## config.mk

```make
export PLATFORM = sky130hd
export DESIGN_NAME = svd_seq
export DESIGN_NICKNAME = d
export VERILOG_FILES = /design/src/rtl/svd_pkg.sv /design/src/rtl/svd_seq_timer.sv /design/src/rtl/svd_seq.sv
export SDC_FILE = /design/constraint.sdc
export NUM_CORES = 1
export LEC_CHECK = 0
export CAP_MARGIN = 20
export CORE_AREA = 3 3 129 131
export DETAILED_ROUTE_END_ITERATION = 7
export DIE_AREA = 0 0 132 134
export GPL_TIMING_DRIVEN = 0
export REMOVE_ABC_BUFFERS = 1
export SLEW_MARGIN = 20
export SYNTH_ARGS = -nofsm -noshare
export SYNTH_HDL_FRONTEND = slang
export SYNTH_HIERARCHICAL = 1
export SYNTH_SLANG_ARGS = --single-unit
```

## constraint.sdc

```tcl
create_clock -name clk -period 4.35 [get_ports clk]
set_input_delay 0.87 -clock clk [delete_from_list [all_inputs] [get_ports clk]]
set_output_delay 0.87 -clock clk [all_outputs]
set_load 0.005 [all_outputs]
```

## src/rtl/svd_pkg.sv

```systemverilog
// rtl/svd_pkg.sv - shared types and constants for the SVD load/read sequencer (ERR state exists only with SVD_SEQ_TIMEOUT_EN)
package svd_pkg;

    localparam int DATA_W = 10;
    localparam int HALF_W = 5;
    localparam int UV_W   = 8;
    localparam int S_W    = 7;
    localparam int N_ELEM = 4;

    // WAIT gives up after this many cycles without svd_ready
    localparam int         TIMEOUT_CYC  = 256;
    localparam logic [7:0] TIMEOUT_LAST = 8'(TIMEOUT_CYC - 1);

    typedef enum logic [2:0] {
        ST_IDLE,
        ST_LOAD,
        ST_WAIT,
        ST_READ,
        ST_DONE
`ifdef SVD_SEQ_TIMEOUT_EN
        , ST_ERR
`endif
    } state_e;

endpackage

```

## src/rtl/svd_seq_timer.sv

```systemverilog
// rtl/svd_seq_timer.sv - 8-bit WAIT-state cycle counter, used only with SVD_SEQ_TIMEOUT_EN
module svd_seq_timer
    import svd_pkg::*;
(
    input  logic clk,
    input  logic rst,
    input  logic en_i,
    output logic expired_o
);

    logic [7:0] cnt_q, cnt_d;

    // Count while enabled; any cycle outside WAIT clears the count
    always_comb begin
        cnt_d = en_i ? cnt_q + 8'd1 : 8'd0;
    end

    // Counter register
    always_ff @(posedge clk or posedge rst) begin
        if (rst) cnt_q <= 8'd0;
        else     cnt_q <= cnt_d;
    end

    assign expired_o = en_i && (cnt_q == TIMEOUT_LAST);

endmodule

```

## src/rtl/svd_seq.sv

```systemverilog
// rtl/svd_seq.sv - SVD core load/wait/read sequencer; SVD_SEQ_TIMEOUT_EN adds WAIT timeout, ERR state and err port
module svd_seq
    import svd_pkg::*;
(
    input  logic                       clk,
    input  logic                       rst,
    input  logic                       start,
    input  logic [N_ELEM*DATA_W-1:0]   mat_i,
    output logic                       busy,
    output logic                       done,
    output logic [N_ELEM*UV_W-1:0]     uv_o,
    output logic [N_ELEM*S_W-1:0]      s_o,
    output logic                       svd_we,
    output logic                       svd_oe,
    output logic [HALF_W-1:0]          svd_data,
    output logic [1:0]                 svd_sel,
    input  logic                       svd_ready,
    input  logic [UV_W-1:0]            svd_uv,
    input  logic [S_W-1:0]             svd_s
`ifdef SVD_SEQ_TIMEOUT_EN
    ,
    output logic                       err
`endif
);

    state_e              state_q, state_d;
    logic [3:0]          cnt_q, cnt_d;
    logic [DATA_W-1:0]   mat_q [N_ELEM];
    logic [UV_W-1:0]     uv_q  [N_ELEM];
    logic [S_W-1:0]      s_q   [N_ELEM];
    logic [DATA_W-1:0]   elem;
    logic                latch;
    logic                cap;
    logic                tmo_expired;

    // cnt_q[2:1] is the element index in both LOAD and READ; cnt_q[0] picks the half/second cycle
    assign elem = mat_q[cnt_q[2:1]];

`ifdef SVD_SEQ_TIMEOUT_EN
    logic err_q;

    svd_seq_timer u_timer (
        .clk       (clk),
        .rst       (rst),
        .en_i      (state_q == ST_WAIT),
        .expired_o (tmo_expired)
    );
`else
    assign tmo_expired = 1'b0;
`endif

    // Next-state and core-interface decode; READ starts its count at 15 so the settle cycle precedes element 0
    always_comb begin
        state_d  = state_q;
        cnt_d    = cnt_q;
        svd_we   = 1'b0;
        svd_oe   = 1'b0;
        svd_sel  = 2'd0;
        svd_data = '0;
        done     = 1'b0;
        latch    = 1'b0;
        cap      = 1'b0;
        case (state_q)
            ST_IDLE: begin
                cnt_d = 4'd0;
                if (start) begin
                    latch   = 1'b1;
                    state_d = ST_LOAD;
                end
            end
            ST_LOAD: begin
                svd_we   = 1'b1;
                svd_sel  = cnt_q[2:1];
                svd_data = cnt_q[0] ? elem[DATA_W-1:HALF_W] : elem[HALF_W-1:0];
                cnt_d    = cnt_q + 4'd1;
                if (cnt_q == 4'd7) begin
                    cnt_d   = 4'd0;
                    state_d = ST_WAIT;
                end
            end
            ST_WAIT: begin
                cnt_d = 4'd1;
                if (cnt_q != 4'd0 && svd_ready) begin
                    cnt_d   = 4'hF;
                    state_d = ST_READ;
                end
`ifdef SVD_SEQ_TIMEOUT_EN
                else if (tmo_expired) begin
                    cnt_d   = 4'd0;
                    state_d = ST_ERR;
                end
`endif
            end
            ST_READ: begin
                svd_oe = 1'b1;
                cnt_d  = cnt_q + 4'd1;
                if (cnt_q != 4'hF) begin
                    svd_sel = cnt_q[2:1];
                    cap     = cnt_q[0];
                end
                if (cnt_q == 4'd7) begin
                    cnt_d   = 4'd0;
                    state_d = ST_DONE;
                end
            end
            ST_DONE: begin
                done    = 1'b1;
                state_d = ST_IDLE;
            end
`ifdef SVD_SEQ_TIMEOUT_EN
            ST_ERR: begin
                done    = 1'b1;
                state_d = ST_IDLE;
            end
`endif
            default: state_d = ST_IDLE;
        endcase
    end

    // State and sequence counter
    always_ff @(posedge clk or posedge rst) begin
        if (rst) begin
            state_q <= ST_IDLE;
            cnt_q   <= 4'd0;
        end else begin
            state_q <= state_d;
            cnt_q   <= cnt_d;
        end
    end

    // Matrix latch on accepted start and result capture on each element's second read cycle
    always_ff @(posedge clk or posedge rst) begin
        if (rst) begin
            for (int k = 0; k < N_ELEM; k++) begin
                mat_q[k] <= '0;
                uv_q[k]  <= '0;
                s_q[k]   <= '0;
            end
        end else begin
            if (latch) begin
                for (int k = 0; k < N_ELEM; k++) mat_q[k] <= mat_i[k*DATA_W +: DATA_W];
            end
            if (cap) begin
                uv_q[cnt_q[2:1]] <= svd_uv;
                s_q[cnt_q[2:1]]  <= svd_s;
            end
        end
    end

`ifdef SVD_SEQ_TIMEOUT_EN
    // Sticky error flag: set on timeout, cleared by the next accepted start
    always_ff @(posedge clk or posedge rst) begin
        if (rst)                    err_q <= 1'b0;
        else if (latch)             err_q <= 1'b0;
        else if (state_d == ST_ERR) err_q <= 1'b1;
    end

    assign err = err_q;
`endif

    assign busy = (state_q != ST_IDLE);
    assign uv_o = {uv_q[3], uv_q[2], uv_q[1], uv_q[0]};
    assign s_o  = {s_q[3], s_q[2], s_q[1], s_q[0]};

endmodule
```

* Yosys cells after proc, flatten, opt, wreduce, memory -nomap -nowiden
Cells that the tools add are included.
** Storage, ports and cells
- Register bits after elaboration :: 107
** Operators by class
- Add/subtract/negate cells :: 1
- Magnitude comparators :: 2
- Eq/ne operators :: 10
- Muxes and demuxes :: 28
- Bitwise gates (word level) :: 1
- Reductions and logical operators :: 8
** Operators by type and width (count)
- bitwise mux 32 bit :: 1
- bitwise mux 28 bit :: 1
- binary-select mux 10 bit (select 2 bit) :: 1
- 2-to-1 mux 10 bit :: 2
- demux 8 bit (select 2 bit) :: 1
- demux 7 bit (select 2 bit) :: 1
- 2-to-1 mux 3 bit :: 4
- case mux 3 bit (4 select lines) :: 1
- case mux 4 bit (3 select lines) :: 1
- 2-to-1 mux 5 bit :: 2
- 2-to-1 mux 4 bit :: 2
- 2-to-1 mux 8 bit :: 1
- != test 2 bit (second input constant) :: 4
- 2-to-1 mux 1 bit :: 7
- 2-to-1 mux 7 bit :: 1
- == test 3 x 2 -> 1 bit (second input constant) :: 2
- nonzero test 3 bit :: 2
- adder 4 x 1 -> 4 bit (second input constant) :: 1
- == test 4 x 3 -> 1 bit (second input constant) :: 1
- != test 4 bit (second input constant) :: 1
- case mux 2 bit (2 select lines) :: 1
- AND reduction 4 bit :: 1
- nonzero test 4 bit :: 1
- == test 3 x 1 -> 1 bit (second input constant) :: 1
- other kinds (8) :: 9

* Longest topological paths before layout
- Depth after elaboration :: 6
- Gate-level depth with buffers :: 6
- Depth with buffers taken out :: 5

* Worst setup path before layout
Ideal clock, no wire load.
- Path kind :: register to output
- Start :: reg cnt_q[2]
- End :: out svd_data[0]
- Data arrival time :: 1284 ps
- Required time :: 3480 ps
- Slack :: 2196 ps
- Stages on the path, launching flop included :: 7
- Buffers on the path :: 3
- Cells stage by stage :: dfrtp_1 -> buf_2 -> buf_2 -> buf_2 -> mux2i_1 -> o22a_1 -> a21oi_1
** On the way
- Longest elaborated chain between the ends :: 6
** Ends and longest elaborated chain
- start: declaration :: line svd_seq.sv:27 : logic [3:0] cnt_q, cnt_d;
- start signal: assignment :: line svd_seq.sv:127 : cnt_q <= cnt_d;
- inverter 2 -> 3 bit (implied by the code) :: line svd_seq.sv:37 : assign elem = mat_q[cnt_q[2:1]];
- binary-select mux 10 bit (select 2 bit) :: line svd_seq.sv:37
- 2-to-1 mux 10 bit (implied by the code) (2 in a row) :: line svd_seq.sv:37
- 2-to-1 mux 5 bit :: line svd_seq.sv:74 : svd_data = cnt_q[0] ? elem[DATA_W-1:HALF_W] : elem[HALF_W-1:0];
- 2-to-1 mux 5 bit :: line svd_seq.sv:63 : case (state_q)
- end: declaration :: line svd_seq.sv:15 : output logic [HALF_W-1:0] svd_data,
Every way passes these cells. The select of a mux whose other input is x is not followed.

* Worst setup path in the final report
- Start :: reg cnt_q[2]
- End :: out svd_data[4]
Same word-level chain as after synthesis.

==> impl_metrics.py <==
metrics = {
    "route": {
        "dr.first_iter.drc_count": 97,
        "wirelength_um": 11310,
        "drc": 0,
        "wl_per_cell_um": 16.98,
        "avgViaCountPerCell": 4.523,
        "first_pass_iters": 4,
        "dr_total_vias": 3012,
        "final_antenna_net_count": 0,
    },
    "floorplanning": {
        "std_cell_rows": 46,
        "die_h_um": 134,
        "coreArea_mm2": 0.01571,
        "ios": 130,
        "start_util": 0.2953,
        "die_w_um": 132,
        "die_area_mm2": 0.01769,
    },
    "clock_network": {
        "cts_resized": 0,
        "cts.sinks": 107,
        "post_cts_buffers": 0,
        "clockBufferDepth": 2,
        "tritoncts": "done",
        "cts_made_buffers": 9,
        "postCtsHoldBufs": 0,
        "clkSlewWorstSetupHoldPaths_ns": 0.07,
        "htree_num_levels": 3,
        "clk_latency_ns": 0.35,
        "cts-root-buf": "clkbuf_16",
    },
    "placement": {
        "io_buffers": 129,
        "post-place-cells": 649,
        "gp_congestion": 0.7311,
        "placed_area_mm2": 0.006186,
        "dpl.hpwl_um": 8001,
    },
    "final_layout": {
        "final_common_cell": "clkdlybuf4s50_1",
        "diodes": 0,
        "drive_above_1_share": 0.2933,
        "nNetsFinal": 506,
        "fin_area_mm2": 0.006494,
        "area_growth_pct": 39.93,
        "layout_common_cells": "clkdlybuf4s50_1 (129), dfrtp_1 (106), mux2_2 (91), mux2i_1 (13), mux2_4 (10)",
        "fin_cells": 666,
    },
    "power_and_ir_drop": {
        "powerDensity_mw_per_mm2": 712.5,
        "power_leakage_nw": 2.658,
        "ir_worst_vdd_v": 0.0002982,
    },
    "timing": {
        "worst_pin_slew_ns": 0.8325,
        "timing.slew.headroom": 0.4450,
        "skew_ns": 0.007955,
        "period_minus_slack_ns": 3.391,
        "rsz0062_at_grt": "no",
        "min_period_over_period": 0.7796,
        "hold_viol": 0,
        "timing.fmax_ghz": 0.2949,
        "drv_slew": 0,
        "setup_viol": 0,
    },
    "synth": {
        "syn_inst": 316,
        "yosysWarnings": 6,
        "synth_enable_flop_cells": 0,
        "avgSynthCellArea_um2": 14.69,
        "synth-main-ff-cell": "dfrtp_1",
        "ys_types": 43,
        "ys_seq_area_frac": 0.5770,
        "ys_seq_elements": 107,
        "ys_async_sr_fraction": 1.000,
        "synth_area_mm2": 0.004641,
    },
    "setup_path": {
        "critPathKind": "flip-flop to primary output",
        "worstSetupEndpointType": "primary output",
        "critPathLaunchType": "flip-flop",
        "path_max_fanout": 34,
        "critPathRequiredTime_ns": 3.48,
        "reg2reg_depth": 4,
        "arrival_ns": 2.52,
    },
    "grt": {
        "grt_use_total": 0.1316,
        "grt_pass1_vias": 3364,
        "antenna_found_initial": 0,
        "grt_max_degree": 76,
        "overflow": 0,
        "grt_pass1_wl_um": 18190,
    },
    "status": {
        "status": "finished clean",
    },
    "run": {
        "drv_cap": 0,
    },
    "min_path": {
        "whs_path_depth": 1,
        "hold_path.class": "flip-flop to flip-flop",
    },
}
layout make-up:
class | instances | area (um2)
Clock buffer | 12 | 246.5
Clock inverter | 4 | 50.05
Fill cell | 1479 | 9219
Inverter | 6 | 27.53
Multi-Input combinational cell | 185 | 1838
Sequential cell | 107 | 2679
Tap cell | 216 | 270.3
Timing Repair Buffer | 136 | 1383
per-stage QoR:
step	setup slack [ns]	TNS [ns]	utilization	total power, mW	hold WS (ns)
final	0.9589	0	0.4133	4.627	0.4854
after global routing	0.8304	0	0.4133	4.939	0.5146
after CTS	0.8966	0	0.4126	4.705	0.4902
after detailed placement	1.118	0	0.3937	3.852	0.4740
after global placement	-2.107	-189.04	0.3875	3.780	0.4684
after floorplan	-0.2285	-8.886	-	2.768	0.4522
routing by layer:
metal,up-vias,global-route usage,share of wire
li1,1398,-,-
met1,1536,0.1658,0.45
met2,67,0.2144,0.48
met3,11,0.03451,0.052
met4,0,0.05776,0.019
met5,-,0,0
report_power, final:
part	switching [mW]	internal (mW)	total, mW
sequential	0.365	1.50	1.86
clock	0.368	0.462	0.830
combinational	0.630	1.31	1.94
worst max-delay path, stage by stage (launching register included):
cell and delay (ns):
dfrtp_2 0.91, mux2_2 0.42, o22ai_1 0.16, and4b_1 0.22, clkdlybuf4s50_1 0.45
kinds of logic after synthesis:
kind of cell / Yosys count / synth area share
adder cells (fa/ha/maj): 2 / 0.005391
multiplexers: 117 / 0.2885
buffers and inverters: 24 / 0.02939
AND/OR/NAND/NOR: 41 / 0.05770
flip-flops: 107 / 0.5770
AO/OA/AOI/OAI: 24 / 0.04017
XOR/XNOR: 1 / 0.001888
Yosys cell counts (2+ instances only):
library cell	number	area (um2)
dfrtp_1	107	2678
mux2_2	91	1025
mux2i_1	13	130.1
buf_2	12	60.06
mux2_4	10	150.1
nand2_1	7	26.28
nor3b_1	7	52.55
inv_1	6	22.52
nor2b_1	5	31.28
o22ai_1	4	25.02
a211oi_1	3	22.52
clkbuf_1	3	11.26
mux2_1	3	33.78
nand3b_1	3	22.52
nor2_1	3	11.26
o221a_2	3	33.78
a21oi_1	2	10.01
a22oi_1	2	15.01
buf_6	2	22.52
ha_1	2	25.02
nand4_2	2	25.02
nor3_1	2	10.01
o21ai_0	2	10.01
or2_1	2	12.51
or3_1	2	12.51
registers in the layout, indices dropped and copies added, names as in the netlist:
signal / cells
uv_o: 32
state_q: 3
cnt_q: 4
s_o: 28
mat_q: 40
worst paths after layout:
| path | endpoint | slack [ns] | startpoint |
|---|---|---|---|
| min in group asynchronous | uv_o[5] | 0.87 | rst |
| worst max-delay path | svd_data[4] | 0.96 | cnt_q[2] |
| max in group asynchronous | cnt_q[2] | 2.80 | rst |
| worst max register to register | uv_o[4] | 1.86 | cnt_q[2] |
| worst min-delay path | mat_q[14] | 0.49 | mat_q[14] |
| worst min register to register | mat_q[14] | 0.49 | mat_q[14] |
(Power assumes the default switching activity.)
==> RTL change (config.mk and constraints unchanged) <==
Set the package constant `UV_W` to 12 (it was 8).
--- a/src/rtl/svd_pkg.sv
+++ b/src/rtl/svd_pkg.sv
@@ -4,5 +4,5 @@
     localparam int DATA_W = 10;
     localparam int HALF_W = 5;
-    localparam int UV_W   = 8;
+    localparam int UV_W   = 12;
     localparam int S_W    = 7;
     localparam int N_ELEM = 4;
Interface: changed (resized svd_uv and uv_o); port bits go from 130 to 150. The function was not compared with the original's and may differ.
==> RTL change against the original RTL <==
- synthesized area up 11%
- clock power up 82%
- first-iteration DRC count up 15%
- sequential cell count up 16
- final area up 17%
- die area unchanged
- worst setup slack worse by 0.20 ns
- power up 28%
- count of clock-buffer cells in the layout up 7
- wire length up 15%
- maximum frequency down 5.7%
- critical endpoint is now svd_data[2]
- highest routed layer unchanged
==> RTL change: results <==
clock_tree:
  cts_buffer_depth: 2
  cts_buffers: 17
  htreeDepth: 4
  root_buffer: "clkbuf_16"
  clk_pin_slew_ns: 0.05
  clock_latency_ns: 0.41
synth:
  synth_compound_area_frac: 0.0409
  synth_xor_area_frac: 0.00170
  syn_inst: 347
  muxShareOfSynthArea: 0.283
  synth_area_leaders: "dfrtp_1 (60%), mux2_2 (24%), mux2_1 (2.6%)"
  synthAdderAreaFrac: 0.00484
  ys.warnings.count: 6
  ys_types: 38
  synth-seq-area-share: 0.596
  synth_common_cells: "dfrtp_1 (123), mux2_2 (109), mux2_1 (12)"
  ys_async_sr_fraction: 1.00
critical_path:
  crit_path_end_kind: "primary output"
  crit_slowest_cell: "dfrtp_1"
  critPathMaxFanout: 21
  crit_arrival_ns: 2.73
  slowest_delay_ns: 0.82
  critical_path.top_delay_family: "flip-flops"
place:
  place_inst: 702
  port_buffers: 149
  routabilityCongestion: 0.753
  dp_hpwl_um: 9130
  postPlaceCellArea_um2: 6950
power:
  vdd_drop_max_uv: 297
  leakagePower_nw: 3.14
final_layout:
  buffers: 158
  antennaDiodeCount: 0
  final.fill_count: 1382
  seq_share: 0.406
  design.seq.count: 123
  layout.nets: 570
  clkCellAreaFrac: 0.0847
  multi_input_area_share: 0.260
  final_core_util: 0.483
  clockBufferCount: 19
  largest_reg_flops: 48
  multi_input_cells: 200
  layout.nonclk_buf_frac: 0.211
  n_all_inverters: 5
  drive_above_1_share: 0.309
  instances_no_fill: 734
detailed_routing:
  dr.pass1.iters: 4
  drt_iter0_drc: 112
  vias: 3470
  routed_wl_um: 13100
sta:
  clock_skew_ns: 0.00768
  relSlewSlack: 0.508
global_route:
  grt_pass1_wl_um: 21200
  grt_usage: 0.154
  grt_max_degree: 75
  grt_pass1_vias: 3909
status:
  status: "finished, final reports clean"
die:
  core_um2: 15700
## RTL change: logic make-up (layout without fill, tap and decap cells)
group,after synthesis,after routing
AO/OA/AOI/OAI,28,28
XOR/XNOR,1,1
adder cells (fa/ha/maj),2,2
buffers and inverters,24,195
flip-flops,123,123
multiplexers,131,131
AND/OR/NAND/NOR,38,38
## RTL change: per-layer routing
layer / GRT usage / wire (um) / vias up
li1: - / - / 1577
met1: 0.183 / 5470 / 1747
met2: 0.236 / 6040 / 128
met3: 0.0840 / 1350 / 18
met4: 0.0543 / 196 / 0
met5: 0 / 0 / -
## RTL change: stage by stage
| stage | total power [mW] | setup WS [ns] |
|---|---|---|
| after floorplan | 3.13 | 0.0963 |
| after global placement | 4.36 | -1.62 |
| after detailed placement | 4.45 | 0.989 |
| after CTS | 6.01 | 0.539 |
| after global routing | 6.30 | 0.584 |
| final | 5.91 | 0.754 |
## RTL change: final timing paths
kind                                          to                  start  cells after the start  slack, ns
max                                  svd_data[2]   cnt_q[2]$_DFFE_PP0P_                      4       0.75
min in group asynchronous  mat_q[11]$_DFFE_PP0P_                    rst                      2       0.87
max in group asynchronous    s_o[24]$_DFFE_PP0P_                    rst                      3       2.75
min                        mat_q[29]$_DFFE_PP0P_  mat_q[29]$_DFFE_PP0P_                      1       0.48
min reg2reg                mat_q[29]$_DFFE_PP0P_  mat_q[29]$_DFFE_PP0P_                      1       0.48
max reg2reg                 uv_o[30]$_DFFE_PP0P_   cnt_q[1]$_DFFE_PP0P_                      4       1.74
## RTL change: report_power, final
part	internal [mW]	switching, mW
clock network	0.994	0.519
registers	1.72	0.409
logic	1.49	0.774
total	4.21	1.70
